===== config.mk =====
export PLATFORM = sky130hd
export DESIGN_NAME = block_mult
export DESIGN_NICKNAME = d
export VERILOG_FILES = /design/src/rtl/block_mult_pkg.sv /design/src/rtl/block_mult_mac.sv /design/src/rtl/block_mult.sv
export SDC_FILE = /design/constraint.sdc
export NUM_CORES = 2
export LEC_CHECK = 0
export CAP_MARGIN = 40
export CORE_MARGIN = 5
export CORE_UTILIZATION = 55
export DETAILED_ROUTE_END_ITERATION = 8
export GPL_TIMING_DRIVEN = 1
export PLACE_DENSITY = 0.74
export SKIP_CTS_REPAIR_TIMING = 1
export SLEW_MARGIN = 10
export SYNTH_ARGS = -nofsm -noshare
export SYNTH_HDL_FRONTEND = slang
export SYNTH_HIERARCHICAL = 1
export SYNTH_SLANG_ARGS = --single-unit
export TNS_END_PERCENT = 10

===== constraint.sdc =====
create_clock -name clk -period 94.5 [get_ports clk]
set_clock_uncertainty 0.05 [all_clocks]
set_input_delay 18.9 -clock clk [delete_from_list [all_inputs] [get_ports clk]]
set_output_delay 18.9 -clock clk [all_outputs]
set_load 0.05 [all_outputs]

===== src/rtl/block_mult_pkg.sv =====
// Shared block shapes, FSM encodings and single-precision arithmetic helpers for
// the block multiplier and the block accumulator.
package block_mult_pkg;

  localparam int BM_DATA_W = 32;
  localparam int BM_J      = 2;
  localparam int BM_K      = 2;
  localparam int BM_L      = 2;

  localparam logic [1:0] ST_IDLE = 2'd0;
  localparam logic [1:0] ST_MAC  = 2'd1;
  localparam logic [1:0] ST_DONE = 2'd2;

  localparam logic [31:0] FP_QNAN = 32'h7FC0_0000;

  function automatic int cnt_w(input int n);
    return (n > 1) ? $clog2(n) : 1;
  endfunction

  // Denormal inputs/results flush to signed zero; rounding is nearest-even.
  function automatic logic [31:0] fp_mul(input logic [31:0] a, input logic [31:0] b);
    logic        sgn;
    logic [47:0] prod;
    logic [22:0] frac;
    logic        g, st, rnd;
    int          e;
    logic [31:0] r;
    sgn = a[31] ^ b[31];
    if ((a[30:23] == 8'hFF && a[22:0] != '0) || (b[30:23] == 8'hFF && b[22:0] != '0))
      return FP_QNAN;
    if (a[30:23] == 8'hFF || b[30:23] == 8'hFF)
      return (a[30:23] == '0 || b[30:23] == '0) ? FP_QNAN : {sgn, 8'hFF, 23'd0};
    if (a[30:23] == '0 || b[30:23] == '0)
      return {sgn, 31'd0};
    prod = 48'({1'b1, a[22:0]}) * 48'({1'b1, b[22:0]});
    e    = int'(a[30:23]) + int'(b[30:23]) - 127;
    if (prod[47]) begin
      frac = prod[46:24];
      g    = prod[23];
      st   = |prod[22:0];
      e    = e + 1;
    end else begin
      frac = prod[45:23];
      g    = prod[22];
      st   = |prod[21:0];
    end
    if (e >= 255) return {sgn, 8'hFF, 23'd0};
    if (e <= 0)   return {sgn, 31'd0};
    rnd      = g & (st | frac[0]);
    r        = {sgn, e[7:0], frac};
    r[30:0]  = r[30:0] + {30'd0, rnd};
    return r;
  endfunction

  function automatic logic [31:0] fp_add(input logic [31:0] a, input logic [31:0] b);
    logic [31:0] x, y, r;
    logic [26:0] mx, my, sh;
    logic [27:0] s;
    logic        rnd;
    int          e, d;
    if ((a[30:23] == 8'hFF && a[22:0] != '0) || (b[30:23] == 8'hFF && b[22:0] != '0))
      return FP_QNAN;
    if (a[30:23] == 8'hFF && b[30:23] == 8'hFF)
      return (a[31] != b[31]) ? FP_QNAN : a;
    if (a[30:23] == 8'hFF) return a;
    if (b[30:23] == 8'hFF) return b;
    if (a[30:23] == '0 && b[30:23] == '0) return {a[31] & b[31], 31'd0};
    if (a[30:23] == '0) return b;
    if (b[30:23] == '0) return a;
    if (a[30:0] >= b[30:0]) begin x = a; y = b; end
    else                    begin x = b; y = a; end
    mx = {1'b1, x[22:0], 3'b000};
    my = {1'b1, y[22:0], 3'b000};
    e  = int'(x[30:23]);
    d  = e - int'(y[30:23]);
    // Bits shifted out of the smaller operand collapse into a sticky LSB.
    if (d > 26) my = 27'd1;
    else begin
      sh = my >> d;
      my = sh | 27'((sh << d) != my);
    end
    if (x[31] == y[31]) s = {1'b0, mx} + {1'b0, my};
    else                s = {1'b0, mx} - {1'b0, my};
    if (s == '0) return 32'd0;
    if (s[27]) begin
      s = {1'b0, s[27:2], s[1] | s[0]};
      e = e + 1;
    end else begin
      for (int unsigned n = 0; n < 26; n++) begin
        if (!s[26]) begin
          s = s << 1;
          e = e - 1;
        end
      end
    end
    if (e >= 255) return {x[31], 8'hFF, 23'd0};
    if (e <= 0)   return {x[31], 31'd0};
    rnd     = s[2] & (s[1] | s[0] | s[3]);
    r       = {x[31], e[7:0], s[25:3]};
    r[30:0] = r[30:0] + {30'd0, rnd};
    return r;
  endfunction

endpackage


===== src/rtl/block_mult_mac.sv =====
// Combinational MAC datapath: one multiply, one add, and a first-term bypass so the
// first product of each dot product is loaded as-is (keeps -0.0 intact).
module mac_unit
  import block_mult_pkg::*;
#(
  parameter int DATA_W = BM_DATA_W
) (
  input  logic [DATA_W-1:0] i_a,
  input  logic [DATA_W-1:0] i_b,
  input  logic [DATA_W-1:0] i_acc,
  input  logic              i_first,
  output logic [DATA_W-1:0] o_acc_n
);

  logic [DATA_W-1:0] w_prod;

  always_comb begin
    w_prod  = fp_mul(i_a, i_b);
    o_acc_n = i_first ? w_prod : fp_add(i_acc, w_prod);
  end

endmodule


===== src/rtl/block_mult.sv =====
// Block matrix multiplier P = A(JxL) * B(LxK), one time-multiplexed MAC per cycle,
// loop order i (rows) / j (cols) / l (inner).
module block_mult
  import block_mult_pkg::*;
#(
  parameter int DATA_W = BM_DATA_W,
  parameter int J      = BM_J,
  parameter int K      = BM_K,
  parameter int L      = BM_L
) (
  input  logic              clk,
  input  logic              rst,
  input  logic              start,
  input  logic [DATA_W-1:0] a_block          [0:J*L-1],
  input  logic [DATA_W-1:0] b_block          [0:L*K-1],
  output logic [DATA_W-1:0] multiplied_block [0:J*K-1],
  output logic              busy,
  output logic              block_mult_done
);

  localparam int IW = cnt_w(J);
  localparam int JW = cnt_w(K);
  localparam int LW = cnt_w(L);
  localparam int AW = cnt_w(J*L);
  localparam int BW = cnt_w(L*K);
  localparam int PW = cnt_w(J*K);

  localparam logic [IW-1:0] I_LAST = IW'(J-1);
  localparam logic [JW-1:0] J_LAST = JW'(K-1);
  localparam logic [LW-1:0] L_LAST = LW'(L-1);

  logic [1:0]        r_state;
  logic [IW-1:0]     r_i;
  logic [JW-1:0]     r_j;
  logic [LW-1:0]     r_l;
  logic [DATA_W-1:0] r_acc;
  logic [DATA_W-1:0] r_a [0:J*L-1];
  logic [DATA_W-1:0] r_b [0:L*K-1];
  logic [DATA_W-1:0] r_p [0:J*K-1];

  logic [AW-1:0]     w_a_idx;
  logic [BW-1:0]     w_b_idx;
  logic [PW-1:0]     w_p_idx;
  logic [DATA_W-1:0] w_acc_n;

  assign w_a_idx = AW'(int'(r_i) * L + int'(r_l));
  assign w_b_idx = BW'(int'(r_l) * K + int'(r_j));
  assign w_p_idx = PW'(int'(r_i) * K + int'(r_j));

  mac_unit #(.DATA_W(DATA_W)) u_mac (
    .i_a     (r_a[w_a_idx]),
    .i_b     (r_b[w_b_idx]),
    .i_acc   (r_acc),
    .i_first (r_l == '0),
    .o_acc_n (w_acc_n)
  );

  always_ff @(posedge clk) begin
    if (rst) begin
      r_state <= ST_IDLE;
      r_i     <= '0;
      r_j     <= '0;
      r_l     <= '0;
      r_acc   <= '0;
      r_a     <= '{default: '0};
      r_b     <= '{default: '0};
      r_p     <= '{default: '0};
    end else begin
      case (r_state)
        ST_IDLE, ST_DONE: begin
          if (start) begin
            r_state <= ST_MAC;
            r_a     <= a_block;
            r_b     <= b_block;
            r_i     <= '0;
            r_j     <= '0;
            r_l     <= '0;
          end else begin
            r_state <= ST_IDLE;
          end
        end
        ST_MAC: begin
          r_acc <= w_acc_n;
          if (r_l == L_LAST) begin
            r_p[w_p_idx] <= w_acc_n;
            r_l          <= '0;
            if (r_j == J_LAST) begin
              r_j <= '0;
              if (r_i == I_LAST) begin
                r_i     <= '0;
                r_state <= ST_DONE;
              end else begin
                r_i <= r_i + 1'b1;
              end
            end else begin
              r_j <= r_j + 1'b1;
            end
          end else begin
            r_l <= r_l + 1'b1;
          end
        end
        default: r_state <= ST_IDLE;
      endcase
    end
  end

  assign multiplied_block = r_p;
  assign busy             = (r_state == ST_MAC);
  assign block_mult_done  = (r_state == ST_DONE);

endmodule

# Yosys cells after proc, flatten, opt, wreduce, memory -nomap -nowiden
# Index checks and enable logic that the tools add are counted.
classes:
  n_addsub: 41
  n_mul: 1
  order_cmp: 10
  n_eq_ne: 13
  shifts: 2
  n_mux: 704
  bitwise_logic: 12
  n_reduce_logical: 31
op_table:
  columns: ["operator", "n"]
  rows:
  - ["$mux 32", 327]
  - ["$mux 27", 258]
  - ["$sub 32x2->32 const B", 25]
  - ["$mux 26", 10]
  - ["$mux 28", 8]
  - ["$bmux 32 s2", 2]
  - ["$bwmux 128", 1]
  - ["$mux 23", 4]
  - ["$reduce_bool 23->1", 4]
  - ["$mux 1", 86]
  - ["$demux 32 s2", 1]
  - ["$ge 32x9->1 const B", 2]
  - ["$le 32x1->1 const B", 2]
  - ["$add 31x1->31", 2]
  - ["$mul 24x24->48", 1]
  - ["$add 32x2->32 const B", 1]
  - ["$eq 8x8->1 const B", 4]
  - ["$gt 32x6->1 const B", 1]
  - ["$logic_not 8->1", 4]
  - ["$shl 27x32->27", 1]
  - ["$shr 27x32->27", 1]
  - ["$sub 32x8->32 const B", 1]
  - ["$ge 31x31->1", 1]
  - ["$add 27x27->28", 1]
  - ["other kinds (35)", 66]
word_totals:
  reg_bits: 421
  in_bits: 259
  out_inout_bits: 130
  wordCells: 831

# Depth between registers and ports, before layout
depth:
  depth_word: 406
  mapped_depth: 195
  mapped_depth_nobuf: 181

# Modules after synthesis
# The synthesis kept the hierarchy.
by_module_without_submodules:
  columns: ["module", "n_inst", "cells_per_inst", "area_per_inst_um2", "seq_area_each_um2"]
  rows:
  - ["mac_unit", 1, 8543, 60309.1, 0.0]
  - ["block_mult", 1, 1779, 16375.7, 8428.1]

# Worst setup path before layout
# OpenSTA, ideal clock, no wires.
synth_path:
  path_type: "register to register"
  startpoint: "register r_j"
  endpoint: "register r_p (netlist bit multiplied_block[105])"
  setup_time_ns: 0.072
  arrival_ns: 36.759
  t_required_ns: 94.378
  setup_slack_ns: 57.619
  stages_incl_launch_ff: 181
  n_path_buf: 17
  period_less_slack_ns: 36.881
  cell_sequence: "dfxtp_1 > buf_4 > buf_2 > mux4_2 > clkbuf_1 > and2_1 > fa_1 > inv_1 > fa_1 > inv_1 > fa_1 > inv_1 > fa_1 > inv_1 > fa_1 > fa_1 > inv_1 > fa_1 > [145 not listed] > xnor2_1 > nor3_1 > nand3_1 > nor4_1 > nor2b_1 > and3_1 > xor3_1 > nor3b_1 > o21ai_1 > o41ai_1 > and4_1 > o21ai_2 > a2111oi_4 > buf_6 > nand3_2 > o31ai_1 > nand2b_1 > mux2i_1"
synth_via:
  elab_chain_cells: 362
  elab_cells_between_ends: 754
  classes_between: "add/sub (37); mul (1); order compare (8); eq/ne (5); shift (2); mux (675); bitwise (10); reduce/logical (16)"
synth_rtl:
  columns: ["item", "line", "source"]
  rows:
  - ["start, declared", "block_mult.sv:34", "logic [JW-1:0] r_j;"]
  - ["start signal, assigned", "block_mult.sv:96", "r_j <= r_j + 1'b1;"]
  - ["$add 2x1->2 *", "block_mult.sv:47", "assign w_b_idx = BW'(int'(r_l) * K + int'(r_j));"]
  - ["$not 2->3 (not written as such) *", "block_mult.sv:52", ".i_b (r_b[w_b_idx]),"]
  - ["$bmux 32 s2 *", "block_mult.sv:52", null]
  - ["$mux 32 (not written as such) * (2 in a row)", "block_mult.sv:52", null]
  - ["$add 8x8->9", "block_mult_pkg.sv:36", "e = int'(a[30:23]) + int'(b[30:23]) - 127;"]
  - ["$sub 32x8->32", "block_mult_pkg.sv:36", null]
  - ["$add 32x2->32", "block_mult_pkg.sv:41", "e = e + 1;"]
  - ["$mux 32", "block_mult_pkg.sv:37", "if (prod[47]) begin"]
  - ["[346 not listed]", null, null]
  - ["$mux 32", "block_mult_pkg.sv:68", "if (a[30:23] == '0) return b;"]
  - ["$mux 32", "block_mult_pkg.sv:67", "if (a[30:23] == '0 && b[30:23] == '0) return {a[31] & b[31], 31'd0};"]
  - ["$mux 32", "block_mult_pkg.sv:66", "if (b[30:23] == 8'hFF) return b;"]
  - ["$mux 32", "block_mult_pkg.sv:65", "if (a[30:23] == 8'hFF) return a;"]
  - ["$mux 32", "block_mult_pkg.sv:63", "if (a[30:23] == 8'hFF && b[30:23] == 8'hFF)"]
  - ["$mux 32 *", "block_mult_mac.sv:19", "o_acc_n = i_first ? w_prod : fp_add(i_acc, w_prod);"]
  - ["via w_acc_n[9]", "block_mult.sv:44", "logic [DATA_W-1:0] w_acc_n;"]
  - ["$bwmux 128 *", "block_mult.sv:85", "r_p[w_p_idx] <= w_acc_n;"]
  - ["end signal, assigned by index", "block_mult.sv:85", null]
  - ["end, declared", "block_mult.sv:39", "logic [DATA_W-1:0] r_p [0:J*K-1];"]
# The timed path passes the listed nets; every way through them passes the cells marked *. The select of a mux whose other input is x is not followed.
# A chain may end at the register's enable or synchronous reset.

# Worst setup path after layout
layout_path:
  startpoint: "register r_l"
  endpoint: "register r_p (netlist bit multiplied_block[105])"
layout_via:
  elab_chain_cells: 362
  elab_cells_between_ends: 757
  classes_between: "add/sub (37); mul (1); order compare (6); eq/ne (6); shift (2); mux (676); bitwise (10); reduce/logical (19)"
layout_rtl:
  columns: ["item", "line", "source"]
  rows:
  - ["start, declared", "block_mult.sv:35", "logic [LW-1:0] r_l;"]
  - ["start signal, assigned", "block_mult.sv:99", "r_l <= r_l + 1'b1;"]
  - ["$add 2x1->2 (on tied branches)", "block_mult.sv:46, block_mult.sv:47", null]
  - ["$not 2->3 (on tied branches)", "block_mult.sv:51, block_mult.sv:52", null]
  - ["$bmux 32 s2 (on tied branches)", "block_mult.sv:51, block_mult.sv:52", null]
  - ["$mux 32 (on tied branches) (2 in a row)", "block_mult.sv:51, block_mult.sv:52", null]
  - ["$add 8x8->9", "block_mult_pkg.sv:36", null]
  - ["$sub 32x8->32", "block_mult_pkg.sv:36", null]
  - ["$add 32x2->32", "block_mult_pkg.sv:41", null]
  - ["$mux 32", "block_mult_pkg.sv:37", null]
  - ["[346 not listed]", null, null]
  - ["$mux 32", "block_mult_pkg.sv:68", null]
  - ["$mux 32", "block_mult_pkg.sv:67", null]
  - ["$mux 32", "block_mult_pkg.sv:66", null]
  - ["$mux 32", "block_mult_pkg.sv:65", null]
  - ["$mux 32", "block_mult_pkg.sv:63", null]
  - ["$mux 32 *", "block_mult_mac.sv:19", null]
  - ["via w_acc_n[9]", "block_mult.sv:44", null]
  - ["$bwmux 128 *", "block_mult.sv:85", null]
# Marks and branches as above.

==> results.md <==
Setup path:
- For the worst setup path, the data arrival time is 48.34 ns.
- The worst setup path is captured at a register.
- The path depth of the worst reg2reg path is 171.
- The slack of the worst reg-to-reg path is 46.59 ns.
- The largest individual stage delay along the critical path comes from the cell sky130_fd_sc_hd__mux4_2.
- The startpoint-to-endpoint class of the critical path is reg2reg.
- The critical path's most frequent cell is sky130_fd_sc_hd__ha_1.
- Along the worst path, the maximum fanout reaches 53.
- The worst setup path is launched from a register.
- On the worst path, the slowest cell contributes a delay of 0.91 ns.
- The worst reg2reg path endpoint is multiplied_block[105].
- The required time of the critical path is 94.93 ns.
- The source of the worst register-to-register timing path is r_l.

Layout:
- The utilization after layout is 60.2%.
- Leaving out fill and tap cells, the most frequent cells in the layout are 1597 x sky130_fd_sc_hd__nand2_1, 742 x sky130_fd_sc_hd__inv_1, 710 x sky130_fd_sc_hd__a21oi_1, 674 x sky130_fd_sc_hd__nor2_1, 484 x sky130_fd_sc_hd__fa_1.
- The library cell used most frequently in the layout, excluding fill and tap cells, is sky130_fd_sc_hd__nand2_1.
- Relative to the synthesized area, the layout overhead comes to 9.08%.
- The fraction of final layout cells sized beyond drive strength 1 is 7.23%.
- After the last flow step, the layout net total stands at 11400.
- Once layout is done, the placed cells without fillers occupy 83600 sq um.
- The number of filler cells placed in the layout is 12500.

Hold path:
- The class of the tightest hold or removal check is reg2reg.
- The path with the worst hold slack has its endpoint at r_a[35].
- The hold path startpoint is r_a[35].
- The cell count of the worst hold path is 2.

Clock network:
- The root cell of the clock tree is sky130_fd_sc_hd__clkbuf_16.
- The maximum buffer depth of the clock tree is 3.
- The H-tree was split into 2 levels.
- The later pin in the worst-skew pair is clocked with a latency of 0.59 ns.
- The CTS tree is yes.
- Counting the buffers created by CTS gives 38.
- Clock-pin slew was measured on the worst setup and hold paths at 0.06 ns.
- The clock sink total is 421.

Logic synthesis:
- After Yosys synthesis, full adders, half adders and majority gates account for 17.7% of the synthesized area.
- In the synthesized netlist the dominant register cell turns out to be sky130_fd_sc_hd__dfxtp_1.
- After synthesis, the largest family of logic cells by area is simple AND/OR/NAND/NOR gates.
- The synthesized design contains 0 enable-type register cells.
- The post-synthesis xor/xnor area fraction is 7.75%.
- During synthesis, Yosys emitted a total of 6 warnings.
- The cell area after synthesis is 76700 sq um.
- The mean instance size in the synthesized netlist is 7.43 sq um.
- The synthesized design contains 421 register bits.
- The fraction of registers with async set/reset is 0%.
- Synthesis produced a netlist with a net count of 11400.
- The post-synthesis cell count is 10300.
- The post-synthesis mux area share is 6.04%.
- The cell accounting for the most synthesized area is sky130_fd_sc_hd__fa_1.
- By area the synthesized netlist is led by sky130_fd_sc_hd__fa_1 13%, sky130_fd_sc_hd__dfxtp_1 11%, sky130_fd_sc_hd__nand2_1 7.8%, sky130_fd_sc_hd__ha_1 5.0%, sky130_fd_sc_hd__a21oi_1 4.6%.
- Yosys mapped the design onto 154 distinct sky130hd cell types.
- The top cell type by area accounts for 12.6% of the synthesized area.
- After Yosys synthesis, and, or, nand and nor cells account for 29.3% of the synthesized area.
- Summing the areas of all compound-gate instances in the mapped netlist gives 21.2% of the synthesized area.
- The sequential-to-total area share from yosys stat is 11.0%.

Global routing:
- The pin count of the biggest net entering global routing is 122.
- The global route total overflow is 0.
- In the global route stage, overall resource usage came out at 43.3%.
- The first global-routing pass estimated 499000 um of wire.
- The number of antenna violations at the first check in global routing is 21.
- The via count of the first global-routing pass is 81700.

Floorplanning:
- The initial utilization of the core area, before any placement, comes to 55.2%.
- The top-level port count is 389.
- The floorplan step set the die width to 383 um.
- The die covers 147000 sq um.
- The die height is 383 um.
- The area of the core region is 139000 sq um.
- The placement row count is 137.

STA:
- The count of final max-slew check failures is 0.
- Setup repair after global routing left no endpoint under its margin.
- The number of setup violations in the final report is 0.
- For the pin with the worst max-slew slack, the measured transition is 1.07 ns.
- The share of the clock period used by the worst path after layout is 50.7%.
- The hold violation count in the final report is 0.
- The headroom to the max-slew limit is 28.3%.
- After routing, the total negative slack on setup checks comes to 0 ns.
- Once routing completed, OpenROAD measured the worst setup slack at 46.59 ns.
- Derived from the worst setup path, the maximum achievable clock frequency is 20.9 MHz.
- The worst path needs 47.91 ns of the cycle, external delays included.

Placement:
- Once placement finished, the instance area stood at 82200 sq um.
- The post-place setup slack is 48.86 ns.
- The weighted congestion at the end of routability-driven global placement is 1.13.
- The quantity of I/O buffers inserted on ports is 388.
- Detailed placement ended at an HPWL of 263000 um.

Routing:
- The final wirelength is 333000 um.
- Using the TritonRoute via totals, the vias-per-cell ratio works out to 6.81.
- In the routed design, unresolved DRC markers number 0.
- Before antenna repair, the detailed router went through 8 iterations.
- The detailed router placed 83900 vias in this run.
- The detail-routed net length per standard cell is 27.0 um.
- The number of DRC markers in iteration 0 is 10600.
- The detail route stage leaves a number of antenna-violating nets equal to 0.

Run status:
- The run finished with clean final reports.

Job:
- The count of maximum capacitance violations is 0.
## metrics by stage
step / hold slack (ns) / instances
finish: 0.402 / 12300
CTS: 0.402 / 12300
detailed placement: 0.393 / 12200
global placement: 0.390 / 12200
floorplan: 0.383 / 10300
global route: 0.421 / 12300
## Yosys cell counts, types with 50 or more instances
library cell	number
sky130_fd_sc_hd__a211oi_1	115
sky130_fd_sc_hd__a21o_1	87
sky130_fd_sc_hd__a21oi_1	711
sky130_fd_sc_hd__a31oi_1	86
sky130_fd_sc_hd__and2_1	348
sky130_fd_sc_hd__and3_1	145
sky130_fd_sc_hd__and4_1	50
sky130_fd_sc_hd__buf_2	145
sky130_fd_sc_hd__clkbuf_1	321
sky130_fd_sc_hd__dfxtp_1	421
sky130_fd_sc_hd__fa_1	484
sky130_fd_sc_hd__ha_1	306
sky130_fd_sc_hd__inv_1	742
sky130_fd_sc_hd__mux2_2	50
sky130_fd_sc_hd__mux2i_1	211
sky130_fd_sc_hd__mux4_2	81
sky130_fd_sc_hd__nand2_1	1598
sky130_fd_sc_hd__nand2b_1	203
sky130_fd_sc_hd__nand3_1	312
sky130_fd_sc_hd__nand4_1	199
sky130_fd_sc_hd__nor2_1	676
sky130_fd_sc_hd__nor2b_1	50
sky130_fd_sc_hd__nor3_1	286
sky130_fd_sc_hd__nor4_1	147
sky130_fd_sc_hd__o211ai_1	103
sky130_fd_sc_hd__o21a_1	62
sky130_fd_sc_hd__o21ai_0	340
sky130_fd_sc_hd__o21ai_1	75
sky130_fd_sc_hd__o31ai_1	79
sky130_fd_sc_hd__or3_1	106
sky130_fd_sc_hd__xnor2_1	381
sky130_fd_sc_hd__xor2_1	154
## worst max path at each step
stage	from	to
detailed placement	r_l	multiplied_block[113]
floorplan	r_j	multiplied_block[105]
CTS	r_l	multiplied_block[113]
global placement	r_l	multiplied_block[113]
finish	r_l	multiplied_block[105]
global route	r_l	multiplied_block[113]
## state kept, by name, indices dropped and copies added, names as in the netlist
signal and count:
multiplied_block 128, r_j 1, r_b 128, r_i 1
r_acc 32, r_a 128, r_state 2, r_l 1
## critical path: cells and delay by family (launching register included)
| kind | cells | cell delay (ns) |
|---|---|---|
| AOI/OAI and AO/OA | 54 | 14.23 |
| adders and majority gates | 28 | 10.20 |
| xor gates and xnor gates | 6 | 1.31 |
| DFF | 1 | 0.64 |
| buffers and inverters | 20 | 4.45 |
| and+or+nand+nor | 55 | 14.63 |
| muxes | 8 | 2.08 |
## logic make-up (layout without fill, tap and decap cells)
family | count (synthesis) | in the layout
xor+xnor | 603 | 603
other cells | 0 | 12
compound gates | 2373 | 2373
fa+ha+maj | 795 | 795
buf+inv | 1321 | 1425
flops | 421 | 421
mux | 353 | 353
simple gates | 4456 | 4456
## routing by layer
layer	vias to the layer above	GRT usage (%)	share of wire (%)
met5	-	0	0.022
met4	12	25.4	7.2
met3	1316	13.5	12
met2	5560	67.8	44
met1	40100	52.4	37
li1	36800	-	-
## layout make-up
type	instances	area, sq um	share of cell area, %
multi-input combinational	8580	63100	75.5
sequential	421	8430	10.1
timing repair buffer	604	5560	6.64
inverter	755	2830	3.39
tap	1876	2350	2.81
clock buffer	51	1050	1.26
clock inverter	15	265	0.317
antenna	12	30.0	0.0359
Power is left out: the tool's default activity adds up to more than one toggle a clock period on the data nets, which glitch-free logic cannot reach.
